$ cat config.mk
export PLATFORM = sky130hd
export DESIGN_NAME = quant_divider
export DESIGN_NICKNAME = d
export VERILOG_FILES = /design/src/rtl/quant_div_pkg.sv /design/src/rtl/udiv_core.sv /design/src/rtl/quant_divider.sv
export SDC_FILE = /design/constraint.sdc
export NUM_CORES = 1
export LEC_CHECK = 0
export ABC_CLOCK_PERIOD_IN_PS = 4700
export BUFFER_PORTS_ARGS = -buffer_cell sky130_fd_sc_hd__buf_2
export CORE_ASPECT_RATIO = 1.2
export CORE_MARGIN = 2
export CORE_UTILIZATION = 34
export CTS_CLUSTER_DIAMETER = 150
export DETAILED_ROUTE_END_ITERATION = 6
export HOLD_SLACK_MARGIN = 0.08
export PLACE_DENSITY_LB_ADDON = 0.15
export SYNTH_ARGS = -nofsm -noshare
export SYNTH_HDL_FRONTEND = slang
export SYNTH_SLANG_ARGS = --single-unit
$ cat constraint.sdc
create_clock -name clk -period 4.7 [get_ports clk]
set_input_delay 0.94 -clock clk [delete_from_list [all_inputs] [get_ports clk]]
set_output_delay 0.94 -clock clk [all_outputs]
set_load 0.005 [all_outputs]
$ cat src/rtl/quant_div_pkg.sv
// -----------------------------------------------------------------------------
// quant_div_pkg
// Shared definitions for the quantization-stage divider:
//   - div_state_e : FSM state encoding (IDLE, DIVIDE, FINISH)
//   - cnt_width() : iteration counter width, $clog2(WIDTH+1)
//   - sat_pos()/sat_neg() : divide-by-zero saturation limits for a given WIDTH
//     (returned as 32-bit patterns, callers keep the low WIDTH bits)
// -----------------------------------------------------------------------------
package quant_div_pkg;

  localparam int DEFAULT_WIDTH = 16;

  typedef enum logic [1:0] {
    IDLE   = 2'd0,
    DIVIDE = 2'd1,
    FINISH = 2'd2
  } div_state_e;

  function automatic int cnt_width(input int width);
    return $clog2(width + 1);
  endfunction

  // Largest positive value: 2^(width-1)-1
  function automatic logic [31:0] sat_pos(input int width);
    return (32'd1 << (width - 1)) - 32'd1;
  endfunction

  // Most negative value -2^(width-1) as a two's-complement bit pattern
  function automatic logic [31:0] sat_neg(input int width);
    return 32'd1 << (width - 1);
  endfunction

endpackage

$ cat src/rtl/udiv_core.sv
// -----------------------------------------------------------------------------
// udiv_core
// Unsigned restoring division datapath, one quotient bit per step, MSB first.
// The dividend magnitude is loaded into the quotient register and shifted out
// of its MSB while quotient bits are shifted in at the LSB.
//
// Ports:
//   clk, rst_n       clock, asynchronous active-low reset
//   i_load           capture operands, clear partial remainder and counter
//   i_step           perform one shift/trial-subtract iteration
//   i_dividend_mag   unsigned dividend magnitude (WIDTH)
//   i_divisor        unsigned divisor (WIDTH)
//   o_last           high while the counter points at the final iteration
//   o_quo_mag        unsigned quotient (valid after WIDTH steps)
//   o_rem_mag        unsigned remainder (valid after WIDTH steps)
//   o_divisor        captured divisor
// -----------------------------------------------------------------------------
module udiv_core
  import quant_div_pkg::*;
#(
  parameter int WIDTH = DEFAULT_WIDTH
) (
  input  logic             clk,
  input  logic             rst_n,
  input  logic             i_load,
  input  logic             i_step,
  input  logic [WIDTH-1:0] i_dividend_mag,
  input  logic [WIDTH-1:0] i_divisor,
  output logic             o_last,
  output logic [WIDTH-1:0] o_quo_mag,
  output logic [WIDTH-1:0] o_rem_mag,
  output logic [WIDTH-1:0] o_divisor
);

  localparam int CW = cnt_width(WIDTH);
  localparam logic [CW-1:0] LAST_CNT = CW'(WIDTH - 1);

  logic [WIDTH-1:0] r_prem;
  logic [WIDTH-1:0] r_quo;
  logic [WIDTH-1:0] r_div;
  logic [CW-1:0]    r_cnt;

  // The kept partial remainder is always < divisor, so it fits in WIDTH bits;
  // the WIDTH+1-bit quantity is the shifted trial value. One extra bit on the
  // difference gives the borrow that decides keep vs. restore.
  logic [WIDTH:0]   w_shift;
  logic [WIDTH+1:0] w_diff;
  logic             w_ge;

  assign w_shift = {r_prem, r_quo[WIDTH-1]};
  assign w_diff  = {1'b0, w_shift} - {2'b00, r_div};
  assign w_ge    = ~w_diff[WIDTH+1];

  always_ff @(posedge clk or negedge rst_n) begin
    if (!rst_n) begin
      r_prem <= '0;
      r_quo  <= '0;
      r_div  <= '0;
      r_cnt  <= '0;
    end else if (i_load) begin
      r_prem <= '0;
      r_quo  <= i_dividend_mag;
      r_div  <= i_divisor;
      r_cnt  <= '0;
    end else if (i_step) begin
      r_prem <= w_ge ? w_diff[WIDTH-1:0] : w_shift[WIDTH-1:0];
      r_quo  <= {r_quo[WIDTH-2:0], w_ge};
      r_cnt  <= r_cnt + 1'b1;
    end
  end

  assign o_last    = (r_cnt == LAST_CNT);
  assign o_quo_mag = r_quo;
  assign o_rem_mag = r_prem;
  assign o_divisor = r_div;

endmodule

$ cat src/rtl/quant_divider.sv
// -----------------------------------------------------------------------------
// quant_divider
// Iterative signed-by-unsigned divider for the quantization stage
// (DCT coefficient / quantization-table entry). One division in flight,
// fixed latency: done pulses in the cycle after the (WIDTH+1)th edge
// following the accept edge, including divide-by-zero.
//
// Handshake: start is sampled only while busy=0 (FSM IDLE). Operands need
// only be valid at that accept edge. A start in the done cycle is accepted.
//
// Ports:
//   clk, rst_n    clock, asynchronous active-low reset
//   start         division request
//   dividend      two's-complement dividend (WIDTH)
//   divisor       unsigned divisor (WIDTH)
//   busy          division in progress
//   done          one-cycle result strobe
//   quotient      signed quotient, truncated toward zero (held until next done)
//   remainder     signed remainder, sign of dividend (held until next done)
//   div_by_zero   captured divisor was zero (held until next done)
//   dbg_state     current FSM state (div_state_e encoding)
//
// Build option: define ROUND_NEAREST_EN to round the quotient half away from
// zero (remainder still reports the truncated-division remainder).
// -----------------------------------------------------------------------------
module quant_divider
  import quant_div_pkg::*;
#(
  parameter int WIDTH = DEFAULT_WIDTH
) (
  input  logic             clk,
  input  logic             rst_n,
  input  logic             start,
  input  logic [WIDTH-1:0] dividend,
  input  logic [WIDTH-1:0] divisor,
  output logic             busy,
  output logic             done,
  output logic [WIDTH-1:0] quotient,
  output logic [WIDTH-1:0] remainder,
  output logic             div_by_zero,
  output logic [1:0]       dbg_state
);

  localparam logic [31:0]      SAT_POS_32 = sat_pos(WIDTH);
  localparam logic [31:0]      SAT_NEG_32 = sat_neg(WIDTH);
  localparam logic [WIDTH-1:0] SAT_POS    = SAT_POS_32[WIDTH-1:0];
  localparam logic [WIDTH-1:0] SAT_NEG    = SAT_NEG_32[WIDTH-1:0];

  div_state_e       r_state;
  div_state_e       w_next;
  logic             w_load;
  logic             w_step;
  logic             w_finish;

  logic             r_neg;
  logic             r_done;
  logic [WIDTH-1:0] r_quot;
  logic [WIDTH-1:0] r_rem;
  logic             r_dz;

  logic             w_last;
  logic [WIDTH-1:0] w_dividend_mag;
  logic [WIDTH-1:0] w_quo_mag;
  logic [WIDTH-1:0] w_rem_mag;
  logic [WIDTH-1:0] w_div_q;
  logic [WIDTH-1:0] w_qmag_fin;
  logic             w_dz;

  // Negating -2^(WIDTH-1) yields the same bit pattern, which read as unsigned
  // is exactly its magnitude 2^(WIDTH-1).
  assign w_dividend_mag = dividend[WIDTH-1] ? (~dividend + 1'b1) : dividend;

  udiv_core #(.WIDTH(WIDTH)) u_core (
    .clk            (clk),
    .rst_n          (rst_n),
    .i_load         (w_load),
    .i_step         (w_step),
    .i_dividend_mag (w_dividend_mag),
    .i_divisor      (divisor),
    .o_last         (w_last),
    .o_quo_mag      (w_quo_mag),
    .o_rem_mag      (w_rem_mag),
    .o_divisor      (w_div_q)
  );

  // ---------------------------------------------------------------------------
  // FSM
  // ---------------------------------------------------------------------------
  always_ff @(posedge clk or negedge rst_n) begin
    if (!rst_n) r_state <= IDLE;
    else        r_state <= w_next;
  end

  always_comb begin
    w_next   = r_state;
    w_load   = 1'b0;
    w_step   = 1'b0;
    w_finish = 1'b0;
    case (r_state)
      IDLE: begin
        if (start) begin
          w_load = 1'b1;
          w_next = DIVIDE;
        end
      end
      DIVIDE: begin
        w_step = 1'b1;
        if (w_last) w_next = FINISH;
      end
      FINISH: begin
        w_finish = 1'b1;
        w_next   = IDLE;
      end
      default: w_next = IDLE;
    endcase
  end

  // ---------------------------------------------------------------------------
  // Sign, rounding and result registers
  // ---------------------------------------------------------------------------
  assign w_dz = (w_div_q == '0);

`ifdef ROUND_NEAREST_EN
  // Round half away from zero on the magnitude; |q|+1 cannot overflow because
  // a nonzero remainder needs divisor >= 2, which caps |q| at 2^(WIDTH-2).
  logic [WIDTH:0] w_rem_x2;
  logic           w_round_up;
  assign w_rem_x2   = {w_rem_mag, 1'b0};
  assign w_round_up = (w_rem_x2 >= {1'b0, w_div_q});
  assign w_qmag_fin = w_quo_mag + {{(WIDTH-1){1'b0}}, w_round_up};
`else
  assign w_qmag_fin = w_quo_mag;
`endif

  always_ff @(posedge clk or negedge rst_n) begin
    if (!rst_n) begin
      r_neg  <= 1'b0;
      r_done <= 1'b0;
      r_quot <= '0;
      r_rem  <= '0;
      r_dz   <= 1'b0;
    end else begin
      r_done <= w_finish;
      if (w_load) r_neg <= dividend[WIDTH-1];
      if (w_finish) begin
        r_dz <= w_dz;
        if (w_dz) begin
          r_quot <= r_neg ? SAT_NEG : SAT_POS;
          r_rem  <= '0;
        end else begin
          r_quot <= r_neg ? (~w_qmag_fin + 1'b1) : w_qmag_fin;
          r_rem  <= r_neg ? (~w_rem_mag + 1'b1) : w_rem_mag;
        end
      end
    end
  end

  assign busy        = (r_state != IDLE);
  assign done        = r_done;
  assign quotient    = r_quot;
  assign remainder   = r_rem;
  assign div_by_zero = r_dz;
  assign dbg_state   = r_state;

endmodule

==> impl_metrics.ini <==
[final_layout]
nets = 751
post-route-cell-area_mm2 = 0.00626
multi_input_area_mm2 = 0.00294
area_growth_pct = 13.6
nFillCells = 1624
drive_gt1_frac = 0.138
regArea_mm2 = 0.00225
diodes = 0

[global_routing]
grt_pass1_wl_mm = 23.8
grt_pass1_vias = 4617
grt_max_degree = 58
grt_overflow_total = 0
grt_antenna_before_repair = 0
grtUsageTotal = 0.173

[routing]
final_antenna_net_count = 0
drtIter0Drc = 223
avgRoutedWirePerCell_um = 15.8
drt_wl_total_mm = 14.3
drt-pass1-iter-count = 5
vias_per_cell = 5.24
remaining_drc_errors = 0
vias = 4744

[placement]
place_congestion = 0.844
hpwl_mm = 10.5
portBuffers = 71
dpl_cell_area_mm2 = 0.00597

[power_and_ir_drop]
vdd_ir_drop_max_uv = 325
p_leak_nw = 2.70
power_density_mw_per_mm2 = 778

[synth]
ys_warn_count = 0
synthXorXnorAreaFrac = 0.0620
avgSynthCellArea_um2 = 8.59
ys_ff_latch = 90
synthArstFlopShare = 1.00
seq_area_frac_synth = 0.409
synth_mux_area_frac = 0.0236
synth_cell_type_count = 57
synth_compound_area_frac = 0.212
synth_top_family_by_area = compound AO/OA/AOI/OAI gates
synthTopCellsByArea = dfrtp_1, nand2_1, o21ai_0
synth-edff-count = 0
synth_top_flop_cell = dfrtp_1
syn_nets = 698
synthCells = 641
synthAdderAreaFrac = 0.0513
synth_area_leader_cell = dfrtp_1
synthSimpleGateAreaFrac = 0.186
synth_top_area_frac = 0.409
syn_area_mm2 = 0.00551

[worst_setup_path]
critPathLaunchType = flip-flop
crit_type = reg -> reg
crit_arrival_ps = 3040
cp_max_fo = 3
critPathRequiredTime_ps = 4910
end_kind = flip-flop

[floorplanning]
initial_utilization = 0.351
ioPinCount = 72
rows = 50
core_area_mm2 = 0.0157
chipHeight_um = 143
die_x_um = 120
die_area_mm2 = 0.0172

[cts]
clock_latency_ps = 350
clk_pin_slew_ps = 60
cts_buffers = 9
cts_max_level = 3
post_cts_resized = 0
clock-sinks = 90
ctsHoldBuffers = 0
post_cts_buffers = 0
root_buffer = clkbuf_16
cts_tree = done
clock_path_buffers = 2

[sta]
period_minus_slack_ps = 2830
fmax_mhz = 353
slew_viol_final = 0
maxSlewHeadroom = 0.403
hold_viol = 0
period_share = 0.602
finalSetupTns_ps = 0
worst_slew_pin_slew_ps = 895
rsz0062_at_grt = no
setup-violations-final = 0
fin_skew_ps = 6.12

[status]
status = finished, final reports clean

[min_path]
hp-class = reg -> reg

[run]
cap_violations = 0
[flip-flops by register name, summed over array words and instances, names as in the netlist]
name / cells
div_by_zero: 1
u_core.o_rem_mag: 16
u_core.o_divisor: 16
done: 1
u_core.o_quo_mag: 16
dbg_state: 2
u_core.r_cnt: 5
quotient: 16
remainder: 16
r_neg: 1
[metal layers]
metal | global-route usage | share of wire
met2 | 0.272 | 0.45
met5 | 0 | 0
met3 | 0.0266 | 0.041
met1 | 0.242 | 0.49
met4 | 0.0638 | 0.020
[final cells by class]
| type | instances | share of cell area |
|---|---|---|
| timing repair buffer | 76 | 0.0632 |
| sequential | 90 | 0.360 |
| clock buffer | 13 | 0.0400 |
| inverter | 31 | 0.0186 |
| multi-input combinational | 486 | 0.471 |
| clock inverter | 2 | 0.00600 |
| tap | 208 | 0.0416 |
[logic make-up after synthesis]
logic type / Yosys count
mux: 13
simple gates: 222
flops: 90
fa+ha+maj: 22
buf+inv: 65
compound gates: 190
xor+xnor: 39
[path summary, 6_finish.rpt]
path / startpoint / endpoint / slack [ps] / depth (start not counted)
max in group asynchronous: rst_n / quotient[3] / 3130 / 2
hold / removal: quotient[9] / quotient[9] / 470 / 2
hold reg to reg: quotient[9] / quotient[9] / 470 / 2
setup / recovery: u_core.o_quo_mag[15] / u_core.o_rem_mag[12] / 1870 / 11
min in group asynchronous: rst_n / u_core.o_divisor[10] / 610 / 1
setup reg to reg: u_core.o_quo_mag[15] / u_core.o_rem_mag[12] / 1870 / 11
[where the power goes]
part / total (mW) / internal (mW) / leakage [nW] / switching (mW)
registers: 1.54 / 1.12 / 1.00 / 0.422
logic: 2.60 / 1.13 / 1.56 / 1.47
clock network: 0.728 / 0.425 / 0.136 / 0.304
[worst max-delay path, cell delays in order, from the launching register on]
cell	delay [ps]
dfrtp_1	390
inv_1	100
ha_1	170
inv_1	50
fa_1	390
a21o_1	220
a221oi_1	440
o21ai_0	200
a31o_2	270
a21oi_1	180
xor2_1	180
o21ai_0	100
[stage by stage]
| step | hold slack, ps | worst slack [ps] | power (mW) | utilization | instances |
|---|---|---|---|---|---|
| after floorplan | 449 | 2170 | 3.49 | - | 641 |
| after global placement | 460 | 1960 | 4.09 | 0.380 | 891 |
| after detailed placement | 467 | 1900 | 4.15 | 0.380 | 891 |
| after CTS | 482 | 1880 | 4.90 | 0.398 | 906 |
| after global routing | 508 | 1620 | 5.34 | 0.398 | 906 |
| final | 474 | 1870 | 4.87 | 0.398 | 906 |
[cells in the final DEF (no fill, tap or decap), types with 9 or more instances in the layout]
master     count
o22ai_1       10
buf_2         70
xnor2_1       25
o31ai_1       12
o21ai_0       68
mux2i_1       13
nor3_1        16
a22o_1        11
nor2_1        44
a21oi_1       34
clkbuf_16      9
nand3_1       18
nand2_1      102
xor2_1        14
ha_1          21
a31oi_1       17
inv_1         31
dfrtp_1       90
[cells in the mapped netlist (5+ instances only)]
library cell / number
nor3_1: 16
xor2_1: 14
a31oi_1: 17
buf_1: 5
nand3_1: 18
a22o_1: 11
o31ai_1: 12
dfrtp_1: 90
a21o_1: 8
nor4_1: 7
mux2i_1: 13
nand2b_1: 6
nor2_1: 44
a21oi_1: 34
o22ai_1: 10
ha_1: 21
clkbuf_1: 20
o41ai_1: 5
o21ai_0: 68
or3_1: 7
xnor2_1: 25
inv_1: 31
nand2_1: 102
Note: power is estimated with default switching activity, not from simulation.
